<file path="config.mk">
export PLATFORM = sky130hd
export DESIGN_NAME = rf_wb_arbiter
export DESIGN_NICKNAME = d
export VERILOG_FILES = /design/src/rtl/rf_wb_arbiter_pkg.sv /design/src/rtl/rf_scoreboard.sv /design/src/rtl/rf_wb_arbiter.sv
export SDC_FILE = /design/constraint.sdc
export NUM_CORES = 1
export LEC_CHECK = 0
export ABC_AREA = 1
export BUFFER_PORTS_ARGS = -buffer_cell sky130_fd_sc_hd__buf_2
export CAP_MARGIN = 20
export CORE_MARGIN = 2
export CORE_UTILIZATION = 57
export CTS_CLUSTER_DIAMETER = 150
export DETAILED_ROUTE_END_ITERATION = 16
export HOLD_SLACK_MARGIN = 0.1
export PLACE_DENSITY = 0.9
export SLEW_MARGIN = 40
export SYNTH_ARGS = -nofsm -noshare
export SYNTH_HDL_FRONTEND = slang
export SYNTH_SLANG_ARGS = --single-unit
export TNS_END_PERCENT = 100
</file>
<file path="constraint.sdc">
create_clock -name clk -period 5.67 [get_ports clk]
set_input_delay 0.567 -clock clk [delete_from_list [all_inputs] [get_ports clk]]
set_output_delay 0.567 -clock clk [all_outputs]
set_load 0.02 [all_outputs]
</file>
<file path="src/rtl/rf_wb_arbiter_pkg.sv">
// Shared definitions for the regfile writeback arbiter and its scoreboard.
//   XLEN_DEF : default writeback data width
//   REG_ZERO : architectural x0, never written and never pending
//   wb_src_e : writeback source encoding, also the round-robin pointer value
//   wb_req_t : one writeback request (valid, destination, data)
package rf_wb_arbiter_pkg;

  localparam int         XLEN_DEF = 32;
  localparam logic [4:0] REG_ZERO = 5'd0;

  typedef enum logic {
    SRC_LSU = 1'b0,
    SRC_ALU = 1'b1
  } wb_src_e;

  // The data field is sized by XLEN_DEF; the top casts into and out of it.
  typedef struct packed {
    logic                valid;
    logic [4:0]          rd;
    logic [XLEN_DEF-1:0] data;
  } wb_req_t;

endpackage

</file>
<file path="src/rtl/rf_scoreboard.sv">
// Pending-write scoreboard for outstanding loads.
//   clk, rst      : clock, synchronous active-high reset
//   issue_load/rd : load dispatch request and its destination
//   issue_ready   : dispatch allowed (slot free, destination not already pending)
//   lsu_clr/rd    : load writeback granted this cycle, clears its pending bit
//   rs1_id/rs2_id : decode sources
//   stall_o       : decode must hold (a source has a pending load)
//   pending       : one bit per architectural register, bit 0 always 0
module rf_scoreboard
  import rf_wb_arbiter_pkg::*;
#(
  parameter int MAX_OUTSTANDING = 4
) (
  input  logic        clk,
  input  logic        rst,
  input  logic        issue_load,
  input  logic [4:0]  issue_rd,
  output logic        issue_ready,
  input  logic        lsu_clr,
  input  logic [4:0]  lsu_rd,
  input  logic [4:0]  rs1_id,
  input  logic [4:0]  rs2_id,
  output logic        stall_o,
  output logic [31:0] pending
);

  logic [3:0]  count;
  logic [31:0] pend_nxt;
  logic        issue_acc;

  // A second load to an already-pending register is held off so each
  // pending bit maps to exactly one in-flight load.
  assign issue_ready = (count < 4'(MAX_OUTSTANDING)) &&
                       ((issue_rd == REG_ZERO) || !pending[issue_rd]);
  assign issue_acc   = issue_load && issue_ready;

  assign stall_o = ((rs1_id != REG_ZERO) && pending[rs1_id]) ||
                   ((rs2_id != REG_ZERO) && pending[rs2_id]);

  // Clear before set so a same-index set wins.
  always_comb begin
    pend_nxt = pending;
    if (lsu_clr)
      pend_nxt[lsu_rd] = 1'b0;
    if (issue_acc && (issue_rd != REG_ZERO))
      pend_nxt[issue_rd] = 1'b1;
    pend_nxt[0] = 1'b0;
  end

  always_ff @(posedge clk) begin
    if (rst) begin
      pending <= '0;
      count   <= '0;
    end else begin
      pending <= pend_nxt;
      unique case ({issue_acc, lsu_clr})
        2'b10:   count <= count + 4'd1;
        // A return with nothing outstanding is a protocol error; hold at 0.
        2'b01:   if (count != 4'd0) count <= count - 4'd1;
        default: count <= count;
      endcase
    end
  end

endmodule

</file>
<file path="src/rtl/rf_wb_arbiter.sv">
// Shares the regfile write port between the ALU and LSU writeback paths.
//   clk, rst                        : clock, synchronous active-high reset
//   alu_valid/rd/data, alu_ready    : ALU writeback request / accept
//   lsu_valid/rd/data, lsu_ready    : load return request / accept
//   issue_load/rd, issue_ready      : load dispatch into the scoreboard
//   rs1_id, rs2_id, stall_o         : decode RAW hazard check
//   rf_w_en, rf_rd_id, rf_wdata     : registered regfile write port
module rf_wb_arbiter
  import rf_wb_arbiter_pkg::*;
#(
  parameter int XLEN            = XLEN_DEF,
  parameter int MAX_OUTSTANDING = 4
) (
  input  logic            clk,
  input  logic            rst,
  input  logic            alu_valid,
  input  logic [4:0]      alu_rd,
  input  logic [XLEN-1:0] alu_data,
  output logic            alu_ready,
  input  logic            lsu_valid,
  input  logic [4:0]      lsu_rd,
  input  logic [XLEN-1:0] lsu_data,
  output logic            lsu_ready,
  input  logic            issue_load,
  input  logic [4:0]      issue_rd,
  output logic            issue_ready,
  input  logic [4:0]      rs1_id,
  input  logic [4:0]      rs2_id,
  output logic            stall_o,
  output logic            rf_w_en,
  output logic [4:0]      rf_rd_id,
  output logic [XLEN-1:0] rf_wdata
);

  logic [31:0] pending;
  wb_src_e     rr_ptr;     // source favoured on the next contested cycle
  wb_req_t     alu_req, lsu_req, gnt_req;
  logic        alu_elig, lsu_elig, contest;

  assign alu_req = '{valid: alu_valid, rd: alu_rd, data: XLEN_DEF'(alu_data)};
  assign lsu_req = '{valid: lsu_valid, rd: lsu_rd, data: XLEN_DEF'(lsu_data)};

  // An ALU write to a register with an older load in flight must wait,
  // otherwise the load would land later and clobber the newer value.
  assign alu_elig = alu_req.valid && !pending[alu_req.rd];
  assign lsu_elig = lsu_req.valid;
  assign contest  = alu_elig && lsu_elig;

  assign lsu_ready = lsu_elig && (!alu_elig || (rr_ptr == SRC_LSU));
  assign alu_ready = alu_elig && !lsu_ready;

  always_comb begin
    gnt_req       = lsu_ready ? lsu_req : alu_req;
    gnt_req.valid = alu_ready || lsu_ready;
  end

  always_ff @(posedge clk) begin
    if (rst) begin
      rr_ptr   <= SRC_LSU;
      rf_w_en  <= 1'b0;
      rf_rd_id <= '0;
      rf_wdata <= '0;
    end else begin
      if (contest)
        rr_ptr <= lsu_ready ? SRC_ALU : SRC_LSU;
      // x0 writes are consumed but never reach the regfile.
      rf_w_en <= gnt_req.valid && (gnt_req.rd != REG_ZERO);
      if (gnt_req.valid) begin
        rf_rd_id <= gnt_req.rd;
        rf_wdata <= XLEN'(gnt_req.data);
      end
    end
  end

  rf_scoreboard #(
    .MAX_OUTSTANDING (MAX_OUTSTANDING)
  ) u_sb (
    .clk         (clk),
    .rst         (rst),
    .issue_load  (issue_load),
    .issue_rd    (issue_rd),
    .issue_ready (issue_ready),
    .lsu_clr     (lsu_ready),
    .lsu_rd      (lsu_rd),
    .rs1_id      (rs1_id),
    .rs2_id      (rs2_id),
    .stall_o     (stall_o),
    .pending     (pending)
  );

endmodule

</file>
======== After elaboration in Yosys (flattened, before gate mapping) ========
Cells that the tools add are included.
W data, S select, Z words.
word-level totals
  bits in registers ....................... 75
  bits of input ports ..................... 94
  output and inout bits ................... 42
  word-level logic and storage cells ...... 70
cells by class
  add/sub/neg operators ................... 2
  magnitude comparators ................... 8
  eq/ne operators ......................... 3
  mux-type cells .......................... 18
  bitwise operators ....................... 4
  reductions and logical operators ........ 28
operators with widths
  kind                   number
  $mux W32               2
  $mux W37               1
  $and A32 B32 Y32       1
  $not A32 Y32           1
  $or A32 B32 Y32        1
  $lt A5 B6 Y1 const B   5
  $bmux W1 S5            4
  $reduce_bool A5 Y1     4
  $logic_and A1 B1 Y1    12
  $demux W1 S5           2
  $ge A5 B1 Y1 const B   2
  $pmux W4 S2            1
  $mux W1                7
  $logic_not A5 Y1       1
  $add A4 B1 Y4 const B  1
  $logic_not A1 Y1       4
  $logic_or A1 B1 Y1     4
  $lt A4 B3 Y1 const B   1
  $mux W4                1
  $reduce_bool A4 Y1     1
  $sub A4 B1 Y4 const B  1
  $eq A2 B1 Y1 const B   1
  $eq A2 B2 Y1 const B   1
  $ne A2 B1 Y1 const B   1
  3 further kinds        3

======== Logic depth before layout (Yosys ltp) ========
  depth after elaboration ................. 11
  mapped depth ............................ 22
  depth with buffers taken out ............ 21

======== Hierarchy ========
Synthesis repeated with hierarchy kept, for this count alone.
second synthesis, totals
  cell total of the unflattened synthesis .. 742
  area total of the unflattened synthesis .. 4956.0 sq um
modules (own cells, without submodules)
  module         instances  cells each  area each (sq um)  seq. area each (sq um)
  rf_scoreboard  1          418         2570.0             700.7
  rf_wb_arbiter  1          324         2386.0             780.7

======== Worst setup path after synthesis ========
No wires, ideal clock.
  path type ............................... in2reg
  from .................................... input port issue_rd[1]
  to ...................................... register u_sb.count[3]
  library setup time ...................... 115 ps
  arrival ................................. 2523 ps
  required time ........................... 5555 ps
  setup slack ............................. 3032 ps
  stages on the path ...................... 20
  buffers on the path ..................... 1
  cell sequence ........................... buf_4 nand2_1 inv_2 nand2_1 nand3_1 nand2_1 nand2_1 nor2_2 nand4_4 nand3_1 inv_1 ha_1 nand2_1 nand2_1 a31oi_1 nand4_1 nand2_1 nand3_1 nand2_1 nor2_1
on the way
  longest elaborated chain between the ends .. 9
ends and longest elaborated chain
  item                                                          line                 RTL
  start, declared                                               rf_wb_arbiter.sv:25  input logic [4:0] issue_rd,
  $bmux W1 S5                                                   rf_scoreboard.sv:34  ((issue_rd == REG_ZERO) || !pending[issue_rd]);
  $mux W1 (implied by the code)                                 rf_scoreboard.sv:34
  $logic_not A1 Y1                                              rf_scoreboard.sv:34
  $logic_or A1 B1 Y1 *                                          rf_scoreboard.sv:34
  $logic_and A1 B1 Y1 *                                         rf_scoreboard.sv:33  assign issue_ready = (count < 4'(MAX_OUTSTANDING)) &&
  $logic_and A1 B1 Y1 *                                         rf_scoreboard.sv:35  assign issue_acc = issue_load && issue_ready;
  $eq A2 B1 Y1 or $eq A2 B2 Y1 (tied branches)                  rf_scoreboard.sv:56  unique case ({issue_acc, lsu_clr})
  $ne A2 B1 Y1 (no line) or $reduce_bool A2 Y1 (tied branches)  --
  $reduce_and A2 Y1 (no line)                                   --
  end signal, assigned                                          rf_scoreboard.sv:57  2'b10: count <= count + 4'd1;
  end signal, assigned                                          rf_scoreboard.sv:59  2'b01: if (count != 4'd0) count <= count - 4'd1;
  end signal, assigned                                          rf_scoreboard.sv:60  default: count <= count;
  end, declared                                                 rf_scoreboard.sv:27  logic [3:0] count;
Mark *: on every way between the ends. The rest lies on a longest branch, timed or not. The select of a mux whose other input is x is not followed.
A chain may end at the register's enable or synchronous reset.

======== Final worst setup path ========
  from .................................... input port alu_rd[0]
  to ...................................... output port alu_ready
on the way
  longest elaborated chain between the ends .. 9
ends and longest elaborated chain
  item                             line                 RTL
  start, declared                  rf_wb_arbiter.sv:17  input logic [4:0] alu_rd,
  $bmux W1 S5 *                    rf_wb_arbiter.sv:45  assign alu_elig = alu_req.valid && !pending[alu_req.rd];
  $mux W1 (implied by the code) *  rf_wb_arbiter.sv:45
  $logic_not A1 Y1 *               rf_wb_arbiter.sv:45
  $logic_and A1 B1 Y1 *            rf_wb_arbiter.sv:45
  $logic_not A1 Y1                 rf_wb_arbiter.sv:49  assign lsu_ready = lsu_elig && (!alu_elig || (rr_ptr == SRC_LSU));
  $logic_or A1 B1 Y1               rf_wb_arbiter.sv:49
  $logic_and A1 B1 Y1              rf_wb_arbiter.sv:49
  $logic_not A1 Y1                 rf_wb_arbiter.sv:50  assign alu_ready = alu_elig && !lsu_ready;
  $logic_and A1 B1 Y1 *            rf_wb_arbiter.sv:50
  end, declared                    rf_wb_arbiter.sv:19  output logic alu_ready,
Marks and branches as above.

==> PnR_summary.wiki <==
{| class="wikitable"
! Metric !! Value
|-
| Post-synthesis to final-layout area growth || 16.3%
|-
| Largest fanout on the critical path || 71
|-
| Static leakage || 0.00241 uW
|-
| Pin count of the biggest net entering global routing || 72
|-
| Worst path top cell family by delay || simple AND/OR/NAND/NOR gates
|-
| Worst Hold Path EP || rf_wdata[11]$_SDFFE_PP0P_
|-
| Post-route DRC violation count || 0
|-
| Syn avg cell area || 6.32 um2
|-
| Type of element capturing the critical path || output port
|-
| Largest stage delay, worst path || 570 ps
|-
| Number of cells on the worst reg-to-reg path || 19
|-
| Clock tree from TritonCTS || yes
|-
| Wire length of the first global-routing pass || 22900 um
|-
| Slew at the pin with the worst max-slew slack || 724 ps
|-
| Slowest cell on the critical path || sky130_fd_sc_hd__nand2_4
|-
| Critical Path RT || 5100 ps
|-
| Layout Skew || 15.4 ps
|-
| Total global routing overflow || 0
|-
| CP Launch Type || primary input
|-
| Die outline height || 95.7 um
|-
| Routability Congestion || 0.962
|-
| CP cell instances || buf_2, inv_4, nand2_1, nand3_1, nand3_1, nand3_1, nand3_1, nand2_2, nand3_4, nand2_4, inv_2, nor2_1, buf_2
|-
| Launch point of the worst hold path || lsu_data[11]
|-
| RR Startpoint || u_sb.pending[16]$_SDFF_PP0_
|-
| Count of buffers added by post-CTS timing repair for setup || 0
|-
| Maximum clock frequency || 0.280 GHz
|-
| Dominant cells by area after synthesis || sky130_fd_sc_hd__dfxtp_1 31%, sky130_fd_sc_hd__nand2_1 14%, sky130_fd_sc_hd__o21ai_0 8.9%
|-
| Yosys Warn Count || 0
|-
| Worst hold path depth || 3
|-
| Maxcap violations || 0
|-
| Core Region || 8180 um2
|-
| Synthesis-stage register bit count || 74
|-
| Gate Count Post-Synth || 759
|-
| Number of antenna violations at the first check in global routing || 0
|-
| Clock Tree Buf Depth || 2
|-
| Final number of setup-violating endpoints || 0
|-
| Number of clock buffers inserted by TritonCTS || 9
|-
| Run status || complete, no violations
|-
| Starting density of the core || 58.6%
|-
| # diodes || 0
|-
| Pre-CTS worst setup slack || 2200 ps
|-
| Worst R2R End || u_sb.count[3]$_SDFFE_PP0P_
|-
| Summed instance area of the synthesized netlist || 4790 um2
|-
| Proportion of synthesized chip area in sequential cells || 30.9%
|-
| GRT Resource Usage Total || 31.7%
|-
| Setup WS post-layout || 2100 ps
|-
| Bufs and invs on worst path || 4
|-
| Clk Latency, worst-skew pair || 350 ps
|-
| Maximum ir drop on the vdd rail || 0.204 mV
|-
| Vias in the first global route || 4764
|-
| Post-cts resize count || 0
|-
| Post-Route Hold Slack || 458 ps
|-
| Via count of the routed design || 5690
|-
| Class of the tightest hold or removal check || primary input to flip-flop
|-
| Ys flop type || sky130_fd_sc_hd__dfxtp_1
|-
| Detail Placement HPWL || 10800 um
|-
| Vias/cell || 5.83
|-
| Power density over the cells || 256 nW/um2
|-
| Worst Path Class, Setup || primary input to output port
|-
| Clock period minus worst slack || 3570 ps
|-
| Fraction of synthesized cell area taken by the top area cell type || 30.9%
|-
| Violation count after the first detailed-route iteration || 673
|-
| Die width || 95.7 um
|-
| Number of enable-type register cells in the synthesized netlist || 0
|-
| Count of port buffers added during placement || 135
|-
| CP dominant cell by count || sky130_fd_sc_hd__nand3_1
|-
| R2R Setup Slk || 3010 ps
|-
| Root cell of the clock tree || sky130_fd_sc_hd__clkbuf_8
|-
| Fraction of final layout cells with drive strength greater than 1 || 20.6%
|-
| Final worst-path cycle share || 63.0%
|-
| Final-stage net count || 964
|-
| Number of sinks driven by the clock tree || 74
|-
| Post-Route Setup TNS || 0 ps
|-
| Number of nets produced by synthesis || 856
|-
| Total wirelength of the detailed-routed design || 15100 um
|-
| Final Max Tran Viols || 0
|-
| Final number of hold-violating endpoints || 0
|-
| Post-CTS clock slew at the launch and capture registers of the worst setup and hold paths || 90 ps
|-
| Slew Limit Headroom || 51.7%
|-
| CTS H-tree depth || 3
|-
| Standard-cell row count || 33
|-
| Library cell with the largest summed area after synthesis || sky130_fd_sc_hd__dfxtp_1
|-
| CTS Hold Bufs || 0
|-
| Average wire per standard cell || 15.5 um
|-
| Count of pins on the block boundary || 136
|-
| Die footprint || 9160 um2
|-
| Worst path arrival time || 3010 ps
|-
| Count of unique library cells instantiated by Yosys || 39
|-
| Leading cell type by number of instances after synthesis || sky130_fd_sc_hd__nand2_1
|-
| First-pass detailed-route iteration total || 6
|-
| Post-synth ARST share || 0%
|-
| Synth top cells by count || 180 x sky130_fd_sc_hd__nand2_1, 85 x sky130_fd_sc_hd__o21ai_0, 80 x sky130_fd_sc_hd__nand3_1, 74 x sky130_fd_sc_hd__dfxtp_1, 68 x sky130_fd_sc_hd__inv_1
|-
| Post-route ant nets || 0
|-
| Setup repair after global routing missed its margin || false
|}
[how the worst max path moves through the flow]
stage,startpoint,endpoint,slack [ps],depth (start not counted)
2_1_floorplan,issue_rd[1],u_sb.count[3]$_SDFFE_PP0P_,3030,20
3_3_place_gp,alu_rd[0],alu_ready,2240,13
3_5_place_dp,alu_rd[0],alu_ready,2200,13
4_1_cts,alu_rd[0],alu_ready,2180,13
5_1_grt,alu_rd[0],alu_ready,1900,13
6_report,alu_rd[0],alu_ready,2100,13
[cells in the final DEF (no fill, tap or decap), drive strengths merged]
master and instances:
nand2 186, o21ai 136, buf 135, nand3 81, dfxtp 74, inv 73
nor2 65, a21oi 56, nor3 16, clkbuf 9, a31oi 6, nand4 5
o211ai 5, clkinv 5, o221ai 4, ha 2, clkinvlp 2, bufinv 2
a32oi 1, o311ai 1, o2111ai 1, a32o 1, a211oi 1, nor4 1
xor2 1, xnor2 1, fa 1
[area by class of cell]
cell class                 instances  area [um2]
clock buffer                       9         124
sequential                        74        1480
clock inverter                     6        92.6
fill                             765        2600
timing repair buffer             135         676
tap                              105         131
inverter                          76         293
multi-input combinational        571        2780
[worst register-to-register path, stage by stage (launching register included)]
cell and delay, ps:
sky130_fd_sc_hd__dfxtp_1 330, sky130_fd_sc_hd__inv_1 130, sky130_fd_sc_hd__o21ai_0 110, sky130_fd_sc_hd__nand2_1 90
sky130_fd_sc_hd__nand2_1 90, sky130_fd_sc_hd__nand2_1 90, sky130_fd_sc_hd__nand2_1 60, sky130_fd_sc_hd__nor2_2 140
sky130_fd_sc_hd__nand4_4 160, sky130_fd_sc_hd__nand3_1 180, sky130_fd_sc_hd__inv_1 80, sky130_fd_sc_hd__ha_1 320
sky130_fd_sc_hd__nand2_1 80, sky130_fd_sc_hd__nand2_1 40, sky130_fd_sc_hd__a31oi_1 190, sky130_fd_sc_hd__nand4_1 160
sky130_fd_sc_hd__nand2_1 130, sky130_fd_sc_hd__nand3_1 70, sky130_fd_sc_hd__nand2_1 60, sky130_fd_sc_hd__nor2_1 50
[power by group]
part | switching [uW] | internal (uW) | total [uW]
Combinational | 263 | 127 | 390
Sequential | 25.2 | 560 | 585
Clock | 204 | 247 | 451
[logic make-up after synthesis]
kind of cell | count (synthesis) | synth area share (%)
simple gates | 354 | 33.3
compound gates | 212 | 23.4
buf+inv | 114 | 11.1
flops | 74 | 30.9
fa+ha+maj | 3 | 0.940
xor+xnor | 2 | 0.366
[state kept, by name (all words and copies together) (netlist names)]
name / flops
u_sb.pending: 31
u_sb.count: 4
rf_wdata: 32
rf_w_en: 1
rf_rd_id: 5
rr_ptr: 1
[layer usage]
metal | vias to the layer above | part of all wire, % | global-route usage, % | wire length [um]
li1 | 2752 | - | - | -
met1 | 2564 | 41 | 43.8 | 6220
met2 | 349 | 47 | 50.8 | 7080
met3 | 25 | 11 | 6.11 | 1590
met4 | 0 | 1.3 | 8.33 | 197
met5 | - | 0 | 0 | 0
[per-stage QoR]
stage	power [uW]	util, %	instances	instance area, um2
5_1_grt	1490	68.2	976	5580
2_1_floorplan	867	-	759	4790
6_report	1430	68.2	976	5580
3_5_place_dp	975	65.6	961	5360
4_1_cts	1420	68.2	976	5580
3_3_place_gp	971	65.6	961	5360
No activity file was read; power rests on OpenSTA's default activity.
